**src/rtl/kl_mem_req_scheduler_if.sv**
```systemverilog
// Request/stall bundle from the two extension pipelines plus the shared
// cache-line read channel.
interface kl_mem_req_scheduler_if #(
  parameter int ADDR_W = 42,
  parameter int RN_W   = 8
);
  logic              req_valid_0;
  logic [ADDR_W-1:0] req_addr_k_0;
  logic [ADDR_W-1:0] req_addr_l_0;
  logic [RN_W-1:0]   req_read_num_0;
  logic              stall_0;

  logic              req_valid_1;
  logic [ADDR_W-1:0] req_addr_k_1;
  logic [ADDR_W-1:0] req_addr_l_1;
  logic [RN_W-1:0]   req_read_num_1;
  logic              stall_1;

  logic              mem_rd_valid;
  logic [ADDR_W-1:0] mem_rd_addr;
  logic [RN_W+2:0]   mem_rd_tag;
  logic              mem_rd_ready;

  modport master (
    output req_valid_0, req_addr_k_0, req_addr_l_0, req_read_num_0,
    output req_valid_1, req_addr_k_1, req_addr_l_1, req_read_num_1,
    input  stall_0, stall_1,
    input  mem_rd_valid, mem_rd_addr, mem_rd_tag,
    output mem_rd_ready
  );

  modport slave (
    input  req_valid_0, req_addr_k_0, req_addr_l_0, req_read_num_0,
    input  req_valid_1, req_addr_k_1, req_addr_l_1, req_read_num_1,
    output stall_0, stall_1,
    output mem_rd_valid, mem_rd_addr, mem_rd_tag,
    input  mem_rd_ready
  );
endinterface

```
**src/rtl/kl_mem_req_scheduler.sv**
```systemverilog
// Serializes (k, l) line-read pairs from two requesters onto one memory read
// port, merging same-line pairs into a single beat; round-robin fair.
module kl_mem_req_scheduler #(
  parameter int ADDR_W = 42,
  parameter int RN_W   = 8,
  parameter int CNT_W  = 32
) (
  input  logic                  clk,
  input  logic                  rst,
  kl_mem_req_scheduler_if.slave bus,
  output logic [CNT_W-1:0]      cnt_issued,
  output logic [CNT_W-1:0]      cnt_merged
);

  typedef enum logic [1:0] {IDLE, ISSUE_K, ISSUE_L, ISSUE_KL} state_t;

  state_t            state, state_nxt;
  logic              gnt, gnt_nxt;
  logic              rr_ptr, rr_nxt;

  logic [1:0]        hold_valid;
  logic [ADDR_W-1:0] addr_k   [2];
  logic [ADDR_W-1:0] addr_l   [2];
  logic [RN_W-1:0]   read_num [2];

  logic [1:0]        req_valid;
  logic [ADDR_W-1:0] in_k  [2];
  logic [ADDR_W-1:0] in_l  [2];
  logic [RN_W-1:0]   in_rn [2];

  logic [1:0]        same_line;
  logic [1:0]        last_acc;
  logic [1:0]        stall;
  logic [1:0]        capture;
  logic              fire;
  logic              retire;

  always_comb begin
    req_valid = {bus.req_valid_1, bus.req_valid_0};
    in_k[0]   = bus.req_addr_k_0;
    in_k[1]   = bus.req_addr_k_1;
    in_l[0]   = bus.req_addr_l_0;
    in_l[1]   = bus.req_addr_l_1;
    in_rn[0]  = bus.req_read_num_0;
    in_rn[1]  = bus.req_read_num_1;
  end

  assign same_line = {addr_k[1] == addr_l[1], addr_k[0] == addr_l[0]};

  // The only input-to-output path: ready on a final beat releases the stall.
  assign fire     = bus.mem_rd_valid & bus.mem_rd_ready;
  assign retire   = fire & ((state == ISSUE_L) | (state == ISSUE_KL));
  assign last_acc = {retire & gnt, retire & ~gnt};
  assign stall    = hold_valid & ~last_acc;
  assign capture  = req_valid & ~stall;

  assign bus.stall_0 = stall[0];
  assign bus.stall_1 = stall[1];

  always_comb begin
    bus.mem_rd_valid = 1'b0;
    bus.mem_rd_addr  = '0;
    bus.mem_rd_tag   = '0;
    case (state)
      ISSUE_K: begin
        bus.mem_rd_valid = 1'b1;
        bus.mem_rd_addr  = addr_k[gnt];
        bus.mem_rd_tag   = {gnt, read_num[gnt], 2'b01};
      end
      ISSUE_L: begin
        bus.mem_rd_valid = 1'b1;
        bus.mem_rd_addr  = addr_l[gnt];
        bus.mem_rd_tag   = {gnt, read_num[gnt], 2'b10};
      end
      ISSUE_KL: begin
        bus.mem_rd_valid = 1'b1;
        bus.mem_rd_addr  = addr_k[gnt];
        bus.mem_rd_tag   = {gnt, read_num[gnt], 2'b11};
      end
      default: ;
    endcase
  end

  always_comb begin
    state_nxt = state;
    gnt_nxt   = gnt;
    rr_nxt    = rr_ptr;
    case (state)
      IDLE: begin
        if (|hold_valid) begin
          gnt_nxt   = hold_valid[rr_ptr] ? rr_ptr : ~rr_ptr;
          rr_nxt    = ~gnt_nxt;
          state_nxt = same_line[gnt_nxt] ? ISSUE_KL : ISSUE_K;
        end
      end
      ISSUE_K: begin
        if (bus.mem_rd_ready) state_nxt = ISSUE_L;
      end
      ISSUE_L, ISSUE_KL: begin
        // Hand straight to a waiting peer so alternating traffic has no bubble.
        if (bus.mem_rd_ready) begin
          if (hold_valid[~gnt]) begin
            gnt_nxt   = ~gnt;
            rr_nxt    = gnt;
            state_nxt = same_line[~gnt] ? ISSUE_KL : ISSUE_K;
          end else begin
            state_nxt = IDLE;
          end
        end
      end
      default: state_nxt = IDLE;
    endcase
  end

  always_ff @(posedge clk) begin
    if (!rst) begin
      state      <= IDLE;
      gnt        <= 1'b0;
      rr_ptr     <= 1'b0;
      hold_valid <= '0;
      cnt_issued <= '0;
      cnt_merged <= '0;
    end else begin
      state      <= state_nxt;
      gnt        <= gnt_nxt;
      rr_ptr     <= rr_nxt;
      for (int i = 0; i < 2; i++) begin
        if (capture[i])       hold_valid[i] <= 1'b1;
        else if (last_acc[i]) hold_valid[i] <= 1'b0;
      end
      cnt_issued <= cnt_issued + CNT_W'(fire);
      cnt_merged <= cnt_merged + CNT_W'(retire & (state == ISSUE_KL));
    end
  end

  always_ff @(posedge clk) begin
    for (int i = 0; i < 2; i++) begin
      if (capture[i]) begin
        addr_k[i]   <= in_k[i];
        addr_l[i]   <= in_l[i];
        read_num[i] <= in_rn[i];
      end
    end
  end

endmodule

```
**src/flat_wrapper.sv**
```systemverilog
// flat-port wrapper written by rule: the top's interface ports become plain ports
module kl_mem_req_scheduler_flat 
#(
  parameter int ADDR_W = 42,
  parameter int RN_W   = 8,
  parameter int CNT_W  = 32
)
  (clk, rst, cnt_issued, cnt_merged, bus_req_valid_0, bus_req_addr_k_0, bus_req_addr_l_0, bus_req_read_num_0, bus_req_valid_1, bus_req_addr_k_1, bus_req_addr_l_1, bus_req_read_num_1, bus_stall_0, bus_stall_1, bus_mem_rd_valid, bus_mem_rd_addr, bus_mem_rd_tag, bus_mem_rd_ready);
  kl_mem_req_scheduler_if #(.ADDR_W(ADDR_W), .RN_W(RN_W)) bus_i ();
  input  logic clk;
  input  logic rst;
  output logic [CNT_W-1:0] cnt_issued;
  output logic [CNT_W-1:0] cnt_merged;
  input wire logic [$bits(bus_i.req_valid_0)-1:0] bus_req_valid_0;
  input wire logic [$bits(bus_i.req_addr_k_0)-1:0] bus_req_addr_k_0;
  input wire logic [$bits(bus_i.req_addr_l_0)-1:0] bus_req_addr_l_0;
  input wire logic [$bits(bus_i.req_read_num_0)-1:0] bus_req_read_num_0;
  input wire logic [$bits(bus_i.req_valid_1)-1:0] bus_req_valid_1;
  input wire logic [$bits(bus_i.req_addr_k_1)-1:0] bus_req_addr_k_1;
  input wire logic [$bits(bus_i.req_addr_l_1)-1:0] bus_req_addr_l_1;
  input wire logic [$bits(bus_i.req_read_num_1)-1:0] bus_req_read_num_1;
  output wire logic [$bits(bus_i.stall_0)-1:0] bus_stall_0;
  output wire logic [$bits(bus_i.stall_1)-1:0] bus_stall_1;
  output wire logic [$bits(bus_i.mem_rd_valid)-1:0] bus_mem_rd_valid;
  output wire logic [$bits(bus_i.mem_rd_addr)-1:0] bus_mem_rd_addr;
  output wire logic [$bits(bus_i.mem_rd_tag)-1:0] bus_mem_rd_tag;
  input wire logic [$bits(bus_i.mem_rd_ready)-1:0] bus_mem_rd_ready;
  assign bus_i.req_valid_0 = bus_req_valid_0;
  assign bus_i.req_addr_k_0 = bus_req_addr_k_0;
  assign bus_i.req_addr_l_0 = bus_req_addr_l_0;
  assign bus_i.req_read_num_0 = bus_req_read_num_0;
  assign bus_i.req_valid_1 = bus_req_valid_1;
  assign bus_i.req_addr_k_1 = bus_req_addr_k_1;
  assign bus_i.req_addr_l_1 = bus_req_addr_l_1;
  assign bus_i.req_read_num_1 = bus_req_read_num_1;
  assign bus_stall_0 = bus_i.stall_0;
  assign bus_stall_1 = bus_i.stall_1;
  assign bus_mem_rd_valid = bus_i.mem_rd_valid;
  assign bus_mem_rd_addr = bus_i.mem_rd_addr;
  assign bus_mem_rd_tag = bus_i.mem_rd_tag;
  assign bus_i.mem_rd_ready = bus_mem_rd_ready;
  kl_mem_req_scheduler #(.ADDR_W(ADDR_W), .RN_W(RN_W), .CNT_W(CNT_W)) u_core (.clk(clk), .rst(rst), .bus(bus_i), .cnt_issued(cnt_issued), .cnt_merged(cnt_merged));
endmodule
```
**config.mk**
```make
export PLATFORM = sky130hd
export DESIGN_NAME = kl_mem_req_scheduler_flat
export DESIGN_NICKNAME = d
export VERILOG_FILES = /design/src/rtl/kl_mem_req_scheduler_if.sv /design/src/rtl/kl_mem_req_scheduler.sv /design/src/flat_wrapper.sv
export SDC_FILE = /design/constraint.sdc
export NUM_CORES = 1
export LEC_CHECK = 0
export ABC_AREA = 1
export CORE_MARGIN = 3
export CORE_UTILIZATION = 53
export CTS_CLUSTER_DIAMETER = 40
export DETAILED_ROUTE_END_ITERATION = 8
export GPL_ROUTABILITY_DRIVEN = 0
export PLACE_DENSITY = 0.87
export REMOVE_ABC_BUFFERS = 1
export SYNTH_ARGS = -nofsm -noshare
export SYNTH_HDL_FRONTEND = slang
export SYNTH_SLANG_ARGS = --single-unit
```
**constraint.sdc**
```tcl
create_clock -name clk -period 12 [get_ports clk]
set_input_delay 3.6 -clock clk [delete_from_list [all_inputs] [get_ports clk]]
set_output_delay 3.6 -clock clk [all_outputs]
set_load 0.02 [all_outputs]
```
**Word-level counts from Yosys, hierarchy flattened**

Memory sizes are Yosys's and may differ from the RTL's. A register that Yosys moved wholly into a read port is not among the register bits.
Index checks and enable logic that the tools add are counted.

- Muxes and demuxes: 41
- Reductions and logical operators: 10
- Eq/ne operators: 9
- Bitwise gates (word level): 13
- Order comparisons: 3
- $add $sub $neg: 2

Operator list:

| operator | number |
|---|---|
| $eq A42 B42 Y1 | 2 |
| $pmux W42 S2 | 1 |
| $pmux W11 S3 | 1 |
| $add A32 B1 Y32 | 1 |
| $add A32 B32 Y32 | 1 |
| $mux W1 | 30 |
| $mux W2 | 6 |
| $lt A1 B2 Y1 const B | 3 |
| $pmux W2 S3 | 1 |
| $reduce_bool A2 Y1 | 3 |
| $reduce_or A2 Y1 | 3 |
| $and A1 B1 Y1 | 5 |
| $and A2 B2 Y2 | 2 |
| $eq A2 B2 Y1 const B | 2 |
| $ne A2 B1 Y1 const B | 2 |
| $ne A2 B2 Y1 const B | 2 |
| $not A2 Y2 | 2 |
| $pmux W1 S2 | 2 |
| $reduce_and A4 Y1 | 1 |
| $not A1 Y1 | 3 |
| $reduce_and A3 Y1 | 1 |
| $reduce_or A3 Y1 | 1 |
| $eq A2 B1 Y1 const B | 1 |
| $logic_not A2 Y1 | 1 |
| $or A1 B1 Y1 | 1 |

- Bits in registers: 70
- Input port bits: 189
- Memories: 3
- Output and inout port bits: 120
- RAM bits: 184
- Word-level logic and storage cells: 88

Memory list:

| name | depth | width | rd ports | clocked after Yosys merged registers in | wr ports | line | RTL |
|---|---|---|---|---|---|---|---|
| u_core.addr_k | 2 | 42 | 3 | 1 | 2 | kl_mem_req_scheduler.sv:22 | `logic [ADDR_W-1:0] addr_k [2];` |
| u_core.addr_l | 2 | 42 | 3 | 1 | 2 | kl_mem_req_scheduler.sv:23 | `logic [ADDR_W-1:0] addr_l [2];` |
| u_core.read_num | 2 | 8 | 1 | 1 | 2 | kl_mem_req_scheduler.sv:24 | `logic [RN_W-1:0] read_num [2];` |

**Depth between registers and ports, before layout**

Gate-level depths: netlist of run 1.

- Depth after elaboration: 12
- Gate-level depth with buffers: 16
- Mapped depth without buffers: 15

**Worst setup path before layout of run 1**

Ideal clock, no wire load.

- Path kind: input-to-reg
- Start point: input port bus_mem_rd_ready
- End point: memory u_core.addr_k[1][0] (enable)
- Required time: 11.456 ns
- Path buffers: 0
- Arrival time: 7.873 ns
- Path slack: 3.583 ns
- Setup time: 0.544 ns
- Stages on the path: 4
- Cell sequence: inv_1 o21ai_0 inv_1 nor2_1

RTL lines:

| what | line | RTL |
|---|---|---|
| start: declaration | flat_wrapper.sv:27 | `input wire logic [$bits(bus_i.mem_rd_ready)-1:0] bus_mem_rd_ready;` |
| end: declaration | kl_mem_req_scheduler.sv:22 |  |

**Worst setup path in the final report of run 1**

- Start point: input port bus_mem_rd_ready
- End point: output port bus_stall_1

- Longest elaborated chain between the ends: 5

RTL lines:

| what | line | RTL |
|---|---|---|
| $and A1 B1 Y1 | kl_mem_req_scheduler.sv:51 | `assign fire = bus.mem_rd_valid & bus.mem_rd_ready;` |
| $and A1 B1 Y1 | kl_mem_req_scheduler.sv:52 | `assign retire = fire & ((state == ISSUE_L) \| (state == ISSUE_KL));` |
| $and A1 B1 Y1 | kl_mem_req_scheduler.sv:53 | `assign last_acc = {retire & gnt, retire & ~gnt};` |
| $not A2 Y2 | kl_mem_req_scheduler.sv:54 | `assign stall = hold_valid & ~last_acc;` |
| $and A2 B2 Y2 | kl_mem_req_scheduler.sv:54 |  |
| end: declaration | flat_wrapper.sv:23 | `output wire logic [$bits(bus_i.stall_1)-1:0] bus_stall_1;` |

No other way between the ends.

==> impl_metrics.env, run 1 <==
export IMPL_synth_area_leaders="edfxtp_1, dfxtp_1, nand2_1, nor2_1, o21ai_0"
export IMPL_cts_hold_buf=0
export IMPL_finalSetupViolCount=0
export IMPL_grt_max_degree=105
export IMPL_cp_cell_sequence="clkdlybuf4s50_1, inv_1, o21ai_0, inv_1, clkdlybuf4s50_1"
export IMPL_drive_gt1_share_pct=6.662
export IMPL_arrival_ps=5190
export IMPL_hp_class="reg2reg"
export IMPL_area_growth_pct=39.38
export IMPL_root_buffer="clkbuf_16"
export IMPL_cap_viol_max_count=0
export IMPL_r2r_end="u_core.cnt_merged[26]$_SDFF_PN0_"
export IMPL_start_util_pct=54.59
export IMPL_worstPathRequired_ps=8400
export IMPL_async_flop_share_pct=0
export IMPL_post_drt_wl_per_cell_um=19.18
export IMPL_period_minus_slack_ps=8789
export IMPL_dr_pass1_iters=5
export IMPL_hold_viol=0
export IMPL_fin_util_pct=76.09
export IMPL_core_um2=21290
export IMPL_reg2reg_slack_ps=8610
export IMPL_avgSynthCellArea_um2=9.334
export IMPL_cts_tree="done"
export IMPL_clk_pin_slew_ps=50
export IMPL_tightestPinTransition_ps=1098
export IMPL_critPathSlowestCell="clkdlybuf4s50_1"
export IMPL_io_pins=309
export IMPL_grt_ovfl_total=0
export IMPL_tns_ps=0
export IMPL_finalPower_uw=2850
export IMPL_finalClockSkew_ps=19.25
export IMPL_nets=1757
export IMPL_post_cts_setup_buffer_count=0
export IMPL_cts_buffer_depth=3
export IMPL_drtIter0Drc=862
export IMPL_synth_edf_count=184
export IMPL_h_tree_depth=2
export IMPL_num_fill_cells=1399
export IMPL_vdd_ir_drop_max_mv=0.1194
export IMPL_cellLeakagePower_uw=0.006013
export IMPL_ys_warn_count=0
export IMPL_min_from="u_core.cnt_merged[31]$_SDFF_PN0_"
export IMPL_place_hpwl_um=24510
export IMPL_rows=53
export IMPL_grt_pass1_wl_um=54630
export IMPL_cts_buffers=38
export IMPL_antenna_found_initial=7
export IMPL_crit_type="in2out"
export IMPL_period_share_pct=73.24
export IMPL_drc=0
export IMPL_status="completed"
export IMPL_synth_distinct_cells=38
export IMPL_cpPeakStageDelay_ps=560
export IMPL_syn_inst=1245
export IMPL_startpoint_type="input pin"
export IMPL_cts_sinks=255
export IMPL_worstSetupEndpointType="primary output"
export IMPL_synth_area_leader_cell="edfxtp_1"
export IMPL_portBuffers=308
export IMPL_ant_nets=0
export IMPL_netlist_area_um2=11620
export IMPL_crit_start="bus_mem_rd_ready"
export IMPL_cellPowerDensity_nw_per_um2=176.0
export IMPL_drt_total_wl_um=35910
export IMPL_fp_dieArea_um2=23740
export IMPL_finalMaxSlewViolations=0
export IMPL_synth_top_area_share_pct=47.55
export IMPL_synth_yosys_seq_area_share_pct=59.78
export IMPL_r2r_start="u_core.state[0]$_SDFFE_PN0P_"
export IMPL_ff2ff_path_depth=16
export IMPL_fmax_mhz=113.8
export IMPL_crit_path_end="bus_stall_1"
export IMPL_dieWidth_um=154.1
export IMPL_die_h_um=154.1
export IMPL_vias=10280
export IMPL_synth_seq_cells=255
export IMPL_routed_via_density=5.491
export IMPL_cp_max_fo=5
export IMPL_grt_usage_pct=29.21
export IMPL_cts_resized_gates=0
export IMPL_relSlewSlack_pct=26.65
export IMPL_rsz0062_at_grt="false"
export IMPL_grt_pass1_vias=10130
export IMPL_insertion_delay_ps=530
export IMPL_synth_top_flop_cell="edfxtp_1"
==> report_power, final <==
part | internal (µW) | switching [µW]
registers | 1010 | 71.8
clock network | 649 | 399
logic | 300 | 416
total | 1960 | 887
==> cells in the mapped netlist (4+ instances only) <==
cell type and n:
inv_1 138, o21ai_0 121, nand2_1 224, dfxtp_1 71, inv_2 6, nor3_1 39
nor3b_1 5, o21a_1 7, o22ai_1 19, buf_1 5, nand3_1 23, nand2_2 6
edfxtp_1 184, a21oi_1 67, nand4_1 19, xnor2_1 44, nor2_1 180, xor2_1 8
clkbuf_1 29, or2_2 8, ha_1 4, nor3_2 5, nor2_4 6
==> state kept, by name (all words and copies together) (netlist names), 2 cells and up, named ones only <==
signal	cells
u_core.read_num	16
u_core.cnt_merged	32
u_core.state	2
u_core.hold_valid	2
u_core.cnt_issued	32
u_core.addr_k	84
u_core.addr_l	84
==> worst max-delay path, delay by kind of cell <==
kind	cells	cell delay (ps)
buffers and inverters	4	1280
AOI/OAI and AO/OA	1	300
==> worst min path at each step <==
stage / slack (ps) / endpoint / depth (start not counted)
4_1_cts: 480 / u_core.cnt_merged[31]$_SDFF_PN0_ / 2
6_report: 480 / u_core.cnt_merged[31]$_SDFF_PN0_ / 2
5_1_grt: 510 / u_core.rr_ptr$_SDFFE_PN0N_ / 2
2_1_floorplan: 460 / u_core.rr_ptr$_SDFFE_PN0N_ / 2
3_5_place_dp: 470 / u_core.cnt_merged[31]$_SDFF_PN0_ / 2
3_3_place_gp: 470 / u_core.cnt_merged[31]$_SDFF_PN0_ / 2
==> layer usage <==
metal	up-vias	wire (µm)	track usage (%)	part of all wire, %
li1	4818	-	-	-
met1	4828	13180	34.87	37
met2	540	17640	49.88	49
met3	92	3749	7.937	10
met4	2	1326	12.41	3.7
met5	-	12	0	0.033
==> cell families (layout without fill, tap and decap cells) <==
kind of cell	Yosys count	count (layout)	synth area share, %
other	0	6	0
buffers and inverters	180	526	5.835
flip-flops	255	255	59.78
AO/OA/AOI/OAI	224	224	10.15
XOR/XNOR	52	52	3.919
AND/OR/NAND/NOR	530	530	19.89
adder cells (fa/ha/maj)	4	4	0.4307
==> through the flow <==
step / instances / instance area (µm²) / setup slack (ps) / hold WS [ps]
final: 1872 / 16200 / 3211 / 484.8
after floorplan: 1209 / 11480 / 3583 / 458.5
after CTS: 1866 / 16180 / 3213 / 477.4
after detailed placement: 1799 / 14980 / 3280 / 470.1
after global placement: 1799 / 14980 / 3333 / 467.1
after global routing: 1872 / 16200 / 3112 / 508.8
==> layout by cell type, fill, tap and decap left out, types with 5 or more instances in the layout <==
cell,Yosys,final
clkdlybuf4s50_1,0,308
nand2_1,224,224
edfxtp_1,184,184
nor2_1,180,177
inv_1,138,138
o21ai_0,121,121
dfxtp_1,71,70
a21oi_1,67,67
xnor2_1,44,44
nor3_1,39,39
clkbuf_16,0,38
nand3_1,23,23
nand4_1,19,19
o22ai_1,19,19
clkbuf_1,29,9
nor2_4,6,8
xor2_1,8,8
or2_2,8,8
o21a_1,7,7
buf_4,0,7
diode_2,0,6
inv_2,6,6
nand2_2,6,6
nor3_2,5,5
nor3b_1,5,5
==> area by class of cell <==
type	count	area [µm²]	area share, %
Sequential cell	255	6950	42.91
Antenna cell	6	15.01	0.09269
Tap cell	275	344.1	2.124
Clock buffer	50	1026	6.334
Multi-Input combinational cell	810	4014	24.78
Timing Repair Buffer	315	3136	19.36
Inverter	144	540.5	3.337
Clock inverter	17	172.7	1.066
(Power assumes the default switching activity.)
==> run 2, diff against run 1 <==
Settings changed: CORE_UTILIZATION 53 to 49, PLACE_DENSITY 0.87 to 0.82.
Clock period 12 ns to 8.5 ns, I/O delays scaled along.
==> run 2 against run 1 <==
- design area up 0.76%
- register-to-register slack worse by 3600 ps
- first-iteration DRC count up 15%
- clock skew up 0.59 ps
- clock-buffer cell count down 9
- largest power group is now the clock network
==> impl_metrics.env, run 2 (same netlist as run 1, synthesis figures left out) <==
export IMPL_status="completed"
export IMPL_ff2ff_path_depth=15
export IMPL_core_um2=22980
export IMPL_io_pins=309
export IMPL_switching_share_pct=30.99
export IMPL_startpoint_type="input pin"
export IMPL_top_usage_layer="met2"
export IMPL_drc=0
export IMPL_finalSetupViolCount=0
export IMPL_cts_resized_gates=0
export IMPL_critPathBufInv=4
export IMPL_drt_total_wl_um=35140
export IMPL_post_cts_setup_buffer_count=0
export IMPL_relSlewSlack_pct=19.07
export IMPL_drtIter0Drc=994
export IMPL_period_share_pct=78.67
export IMPL_cts_hold_buf=0
export IMPL_cts_tree="done"
export IMPL_comb_power_share_pct=25.6
export IMPL_most_common_layout_cells="clkdlybuf4s50_1, nand2_1, edfxtp_1, nor2_1, inv_1"
export IMPL_grt_pass1_wl_um=54530
export IMPL_intPower_uw=2826
export IMPL_place_hpwl_um=24800
export IMPL_whs_path_depth=2
export IMPL_hp_class="reg2reg"
export IMPL_largestRegisters="u_core.addr_k (84), u_core.addr_l (84)"
export IMPL_cts_buffers=38
export IMPL_antenna_found_initial=6
export IMPL_reg2reg_slack_ps=4960
export IMPL_cp_top_family="buffers and inverters"
export IMPL_seqPwrFrac_pct=36.6
export IMPL_finalPower_uw=4095
export IMPL_period_minus_slack_ps=6687
export IMPL_rows=55
export IMPL_grt_ovfl_total=0
export IMPL_whs_ps=482.3
export IMPL_vias=10210
export IMPL_rsz0062_at_grt="false"
export IMPL_critPathSlowestCell="clkdlybuf4s50_1"
export IMPL_cellLeakagePower_uw=0.006050
export IMPL_min_from="u_core.cnt_merged[31]$_SDFF_PN0_"
export IMPL_post_drt_wl_per_cell_um=18.37
export IMPL_clk_pin_slew_ps=50
export IMPL_cellPowerDensity_nw_per_um2=250.9
export IMPL_cap_viol_max_count=0
export IMPL_gr_usage_met1_pct=32.44
export IMPL_hold_viol=0
export IMPL_insertion_delay_ps=520
export IMPL_worstSetupEndpointType="primary output"
export IMPL_r2r_start="u_core.state[0]$_SDFFE_PN0P_"
export IMPL_finalClockSkew_ps=19.85
export IMPL_cp_cell_sequence="clkdlybuf4s50_1, inv_1, o21ai_0, inv_1, clkdlybuf4s50_1"
export IMPL_grt_usage_pct=26.87
export IMPL_tns_ps=0
export IMPL_r2r_end="u_core.cnt_merged[26]$_SDFF_PN0_"
export IMPL_drive_gt1_share_pct=7.215
export IMPL_fp_dieArea_um2=25600
export IMPL_finalMaxSlewViolations=0
export IMPL_netSwitchingPower_uw=1269
export IMPL_vdd_ir_drop_max_mv=0.1832
export IMPL_num_fill_cells=1722
export IMPL_tightestPinTransition_ps=1213
export IMPL_p_clk_share_pct=37.8
export IMPL_dieWidth_um=160
export IMPL_area_growth_pct=40.44
export IMPL_grt_max_degree=93
export IMPL_cts_buffer_depth=3
export IMPL_cpPeakStageDelay_ps=560
export IMPL_worstPathRequired_ps=5950
export IMPL_crit_type="in2out"
export IMPL_root_buffer="clkbuf_16"
export IMPL_fmax_mhz=149.5
export IMPL_layout_commonest_cell="clkdlybuf4s50_1"
export IMPL_portBuffers=308
export IMPL_dr_pass1_iters=5
export IMPL_h_tree_depth=2
export IMPL_ant_nets=0
export IMPL_die_h_um=160
export IMPL_grt_pass1_vias=10160
export IMPL_routed_via_density=5.338
export IMPL_cp_max_fo=5
export IMPL_holdPathEnd="u_core.cnt_merged[31]$_SDFF_PN0_"
export IMPL_start_util_pct=50.56
export IMPL_grtUsageMet2_pct=45.82
export IMPL_cts_sinks=255
export IMPL_nets=1758
export IMPL_arrival_ps=4140
export IMPL_use_met3_pct=7.782
-- run 2: worst max path at each step --
stage	start	cells past startpoint	endpoint	slack [ps]
finish	bus_mem_rd_ready	5	bus_stall_1	1810
global route	bus_mem_rd_ready	5	bus_stall_1	1730
CTS	bus_mem_rd_ready	5	bus_stall_1	1820
detailed placement	bus_mem_rd_ready	5	bus_stall_1	1840
global placement	bus_mem_rd_ready	5	bus_stall_1	1910
floorplan	bus_mem_rd_ready	4	u_core.addr_k[1][0]$_DFFE_PP_	1130
-- run 2: per-stage QoR --
| step | utilization (%) | worst slack [ps] | cells | instance area [µm²] |
|---|---|---|---|---|
| 2_1_floorplan | - | 1133 | 1209 | 11480 |
| 3_3_place_gp | 65.43 | 1909 | 1838 | 15040 |
| 3_5_place_dp | 65.43 | 1837 | 1838 | 15040 |
| 4_1_cts | 70.94 | 1822 | 1907 | 16310 |
| 5_1_grt | 71.00 | 1732 | 1912 | 16320 |
| 6_report | 71.01 | 1813 | 1913 | 16320 |
-- run 2: per-layer routing --
| layer | vias up | wire [µm] |
|---|---|---|
| met5 | - | 0 |
| met4 | 0 | 1022 |
| met3 | 75 | 3291 |
| met2 | 484 | 17140 |
| met1 | 4816 | 13680 |
| li1 | 4837 | - |
-- run 2: layout make-up --
cell class | instances | area, µm² | share of cell area [%]
diodes | 6 | 15.01 | 0.09200
clock buffers | 41 | 983.4 | 6.026
repair buffers | 316 | 3143 | 19.26
clock inverters | 28 | 282.8 | 1.733
inverters | 144 | 540.5 | 3.312
multi-input cells | 810 | 4014 | 24.59
flip-flops and latches | 255 | 6950 | 42.59
well taps | 313 | 391.6 | 2.400
-- run 2: worst min-delay path, cell delays in order, from the launching register on --
cell and delay (ps):
dfxtp_1 310, nand2_1 60, a21oi_1 60
-- run 2: power groups by stage --
stage | clock (µW) | sequential [µW] | combinational (µW)
finish | 1550 | 1500 | 1050
global route | 1630 | 1510 | 1120
CTS | 1570 | 1500 | 1050
detailed placement | 0 | 1520 | 1040
global placement | 0 | 1520 | 1020
floorplan | 0 | 1540 | 486
==> run 3, diff against run 2 <==
Clock period 8.5 ns to 6.6 ns, I/O delays scaled along.
==> run 3 against run 2 <==
- combinational power grew 30%
- register-to-register slack got worse by 1300 ps
- sequential cell count is the same
- cell count rose by 0.21%
- total power grew 32%
- setup slack got worse by 640 ps
- clock power rose by 37%
- worst hold slack better by 6.5 ps
- via count rose by 0.47%
- die area did not move
- routed wire length grew 1.6%
- critical endpoint unchanged
==> impl_metrics.env, run 3 (same netlist as run 1, synthesis figures left out) <==
export IMPL_design_area_um2=16430
export IMPL_fmax_mhz=184.1
export IMPL_num_fill_cells=1715
export IMPL_cap_viol_max_count=0
export IMPL_drive_gt1_share_pct=7.071
export IMPL_status="completed"
export IMPL_finalClockSkew_ps=10.04
export IMPL_most_common_layout_cells="clkdlybuf4s50_1, nand2_1, edfxtp_1, nor2_1, inv_1"
export IMPL_drt_total_wl_um=35710
export IMPL_multi_input_area_um2=4014
export IMPL_cts_sinks=255
export IMPL_intPower_uw=3794
export IMPL_area_growth_pct=41.39
export IMPL_cp_top_family="buffers and inverters"
export IMPL_drtIter0Drc=982
export IMPL_tightestPinTransition_ps=1239
export IMPL_critPathSlowestCell="clkdlybuf4s50_1"
export IMPL_cp_max_fo=5
export IMPL_grt_max_degree=104
export IMPL_dieWidth_um=160
export IMPL_cts_tree="done"
export IMPL_switching_share_pct=29.78
export IMPL_io_pins=309
export IMPL_fin_util_pct=71.49
export IMPL_nets=1761
export IMPL_critPathBufInv=4
export IMPL_h_tree_depth=2
export IMPL_antenna_found_initial=7
export IMPL_cts_buffers=39
export IMPL_p_clk_share_pct=39.2
export IMPL_root_buffer="clkbuf_16"
export IMPL_dr_pass1_iters=5
export IMPL_grt_ovfl_total=0
export IMPL_hold_viol=0
export IMPL_relSlewSlack_pct=17.30
export IMPL_clk_pin_slew_ps=50
export IMPL_grt_usage_pct=27.10
export IMPL_finalPower_uw=5402
export IMPL_cellPowerDensity_nw_per_um2=328.8
export IMPL_routed_via_density=5.352
export IMPL_rows=55
export IMPL_seqPwrFrac_pct=35.4
export IMPL_period_minus_slack_ps=5432
export IMPL_place_hpwl_um=25030
export IMPL_core_um2=22980
export IMPL_vdd_ir_drop_max_mv=0.2323
export IMPL_startpoint_type="input pin"
export IMPL_crit_type="in2out"
export IMPL_comb_power_share_pct=25.4
export IMPL_worstPathRequired_ps=4620
export IMPL_whs_ps=488.8
export IMPL_insertion_delay_ps=510
export IMPL_post_drt_wl_per_cell_um=18.63
export IMPL_layout_area_seq_um2=6950
export IMPL_hp_class="reg2reg"
export IMPL_cts_resized_gates=0
export IMPL_period_share_pct=82.30
export IMPL_finalMaxSlewViolations=0
export IMPL_fp_dieArea_um2=25600
export IMPL_drc=0
export IMPL_cts_hold_buf=0
export IMPL_placed_area_um2=15070
export IMPL_largestRegisters="u_core.addr_k (84), u_core.addr_l (84)"
export IMPL_arrival_ps=3450
export IMPL_portBuffers=308
export IMPL_cp_cell_sequence="clkdlybuf4s50_1, inv_1, o21ai_0, inv_1, clkdlybuf4s50_1"
export IMPL_grt_pass1_wl_um=55010
export IMPL_cts_buffer_depth=3
export IMPL_netSwitchingPower_uw=1609
export IMPL_grt_pass1_vias=10130
export IMPL_rsz0062_at_grt="false"
export IMPL_layout_commonest_cell="clkdlybuf4s50_1"
export IMPL_worstSetupEndpointType="primary output"
export IMPL_post_cts_setup_buffer_count=0
export IMPL_finalSetupViolCount=0
export IMPL_tns_ps=0
export IMPL_ant_nets=0
export IMPL_cellLeakagePower_uw=0.006111
export IMPL_vias=10260
export IMPL_start_util_pct=50.56
export IMPL_die_h_um=160
export IMPL_cpPeakStageDelay_ps=550
==> run 3: final timing paths <==
kind                                      endpoint                        startpoint  cells after the start  slack [ps]
setup / recovery                       bus_stall_1                  bus_mem_rd_ready                      5        1170
setup reg to reg  u_core.cnt_issued[30]$_SDFF_PN0_      u_core.state[0]$_SDFFE_PN0P_                     15        3640
hold / removal    u_core.cnt_merged[31]$_SDFF_PN0_  u_core.cnt_merged[31]$_SDFF_PN0_                      2         490
hold reg to reg   u_core.cnt_merged[31]$_SDFF_PN0_  u_core.cnt_merged[31]$_SDFF_PN0_                      2         490
==> run 3: final cells by class <==
cell class / instances / area share [%]
Inverter: 144 / 3.290
Timing Repair Buffer: 318 / 19.30
Multi-Input combinational cell: 810 / 24.43
Sequential cell: 255 / 42.30
Clock inverter: 22 / 1.850
Clock buffer: 49 / 6.358
Tap cell: 313 / 2.383
Antenna cell: 6 / 0.09138
==> run 3: metrics by stage <==
stage	instances	setup WS [ps]
6_report	1917	1168
3_5_place_dp	1840	1155
5_1_grt	1915	1046
4_1_cts	1911	1155
3_3_place_gp	1840	1161
2_1_floorplan	1209	-197.0
==> run 3: tightest hold or removal path, delay by kind of cell (launching register included) <==
| kind | cells | cell delay (ps) |
|---|---|---|
| simple gates | 1 | 60 |
| flops | 1 | 310 |
| compound gates | 1 | 60 |
==> run 3: per-layer routing <==
| layer | vias up | share of wire, % | global-route usage [%] |
|---|---|---|---|
| li1 | 4843 | - | - |
| met1 | 4864 | 37 | 31.13 |
| met2 | 468 | 49 | 46.50 |
| met3 | 79 | 11 | 10.22 |
| met4 | 6 | 2.9 | 9.546 |
| met5 | - | 0.11 | 0 |
==> run 3: power groups by stage <==
stage	logic (µW)	clock network, µW	registers, µW
3_5_place_dp	1370	0	1940
2_1_floorplan	626	0	1990
5_1_grt	1470	2220	1920
6_report	1370	2120	1910
4_1_cts	1370	2150	1910
3_3_place_gp	1340	0	1930
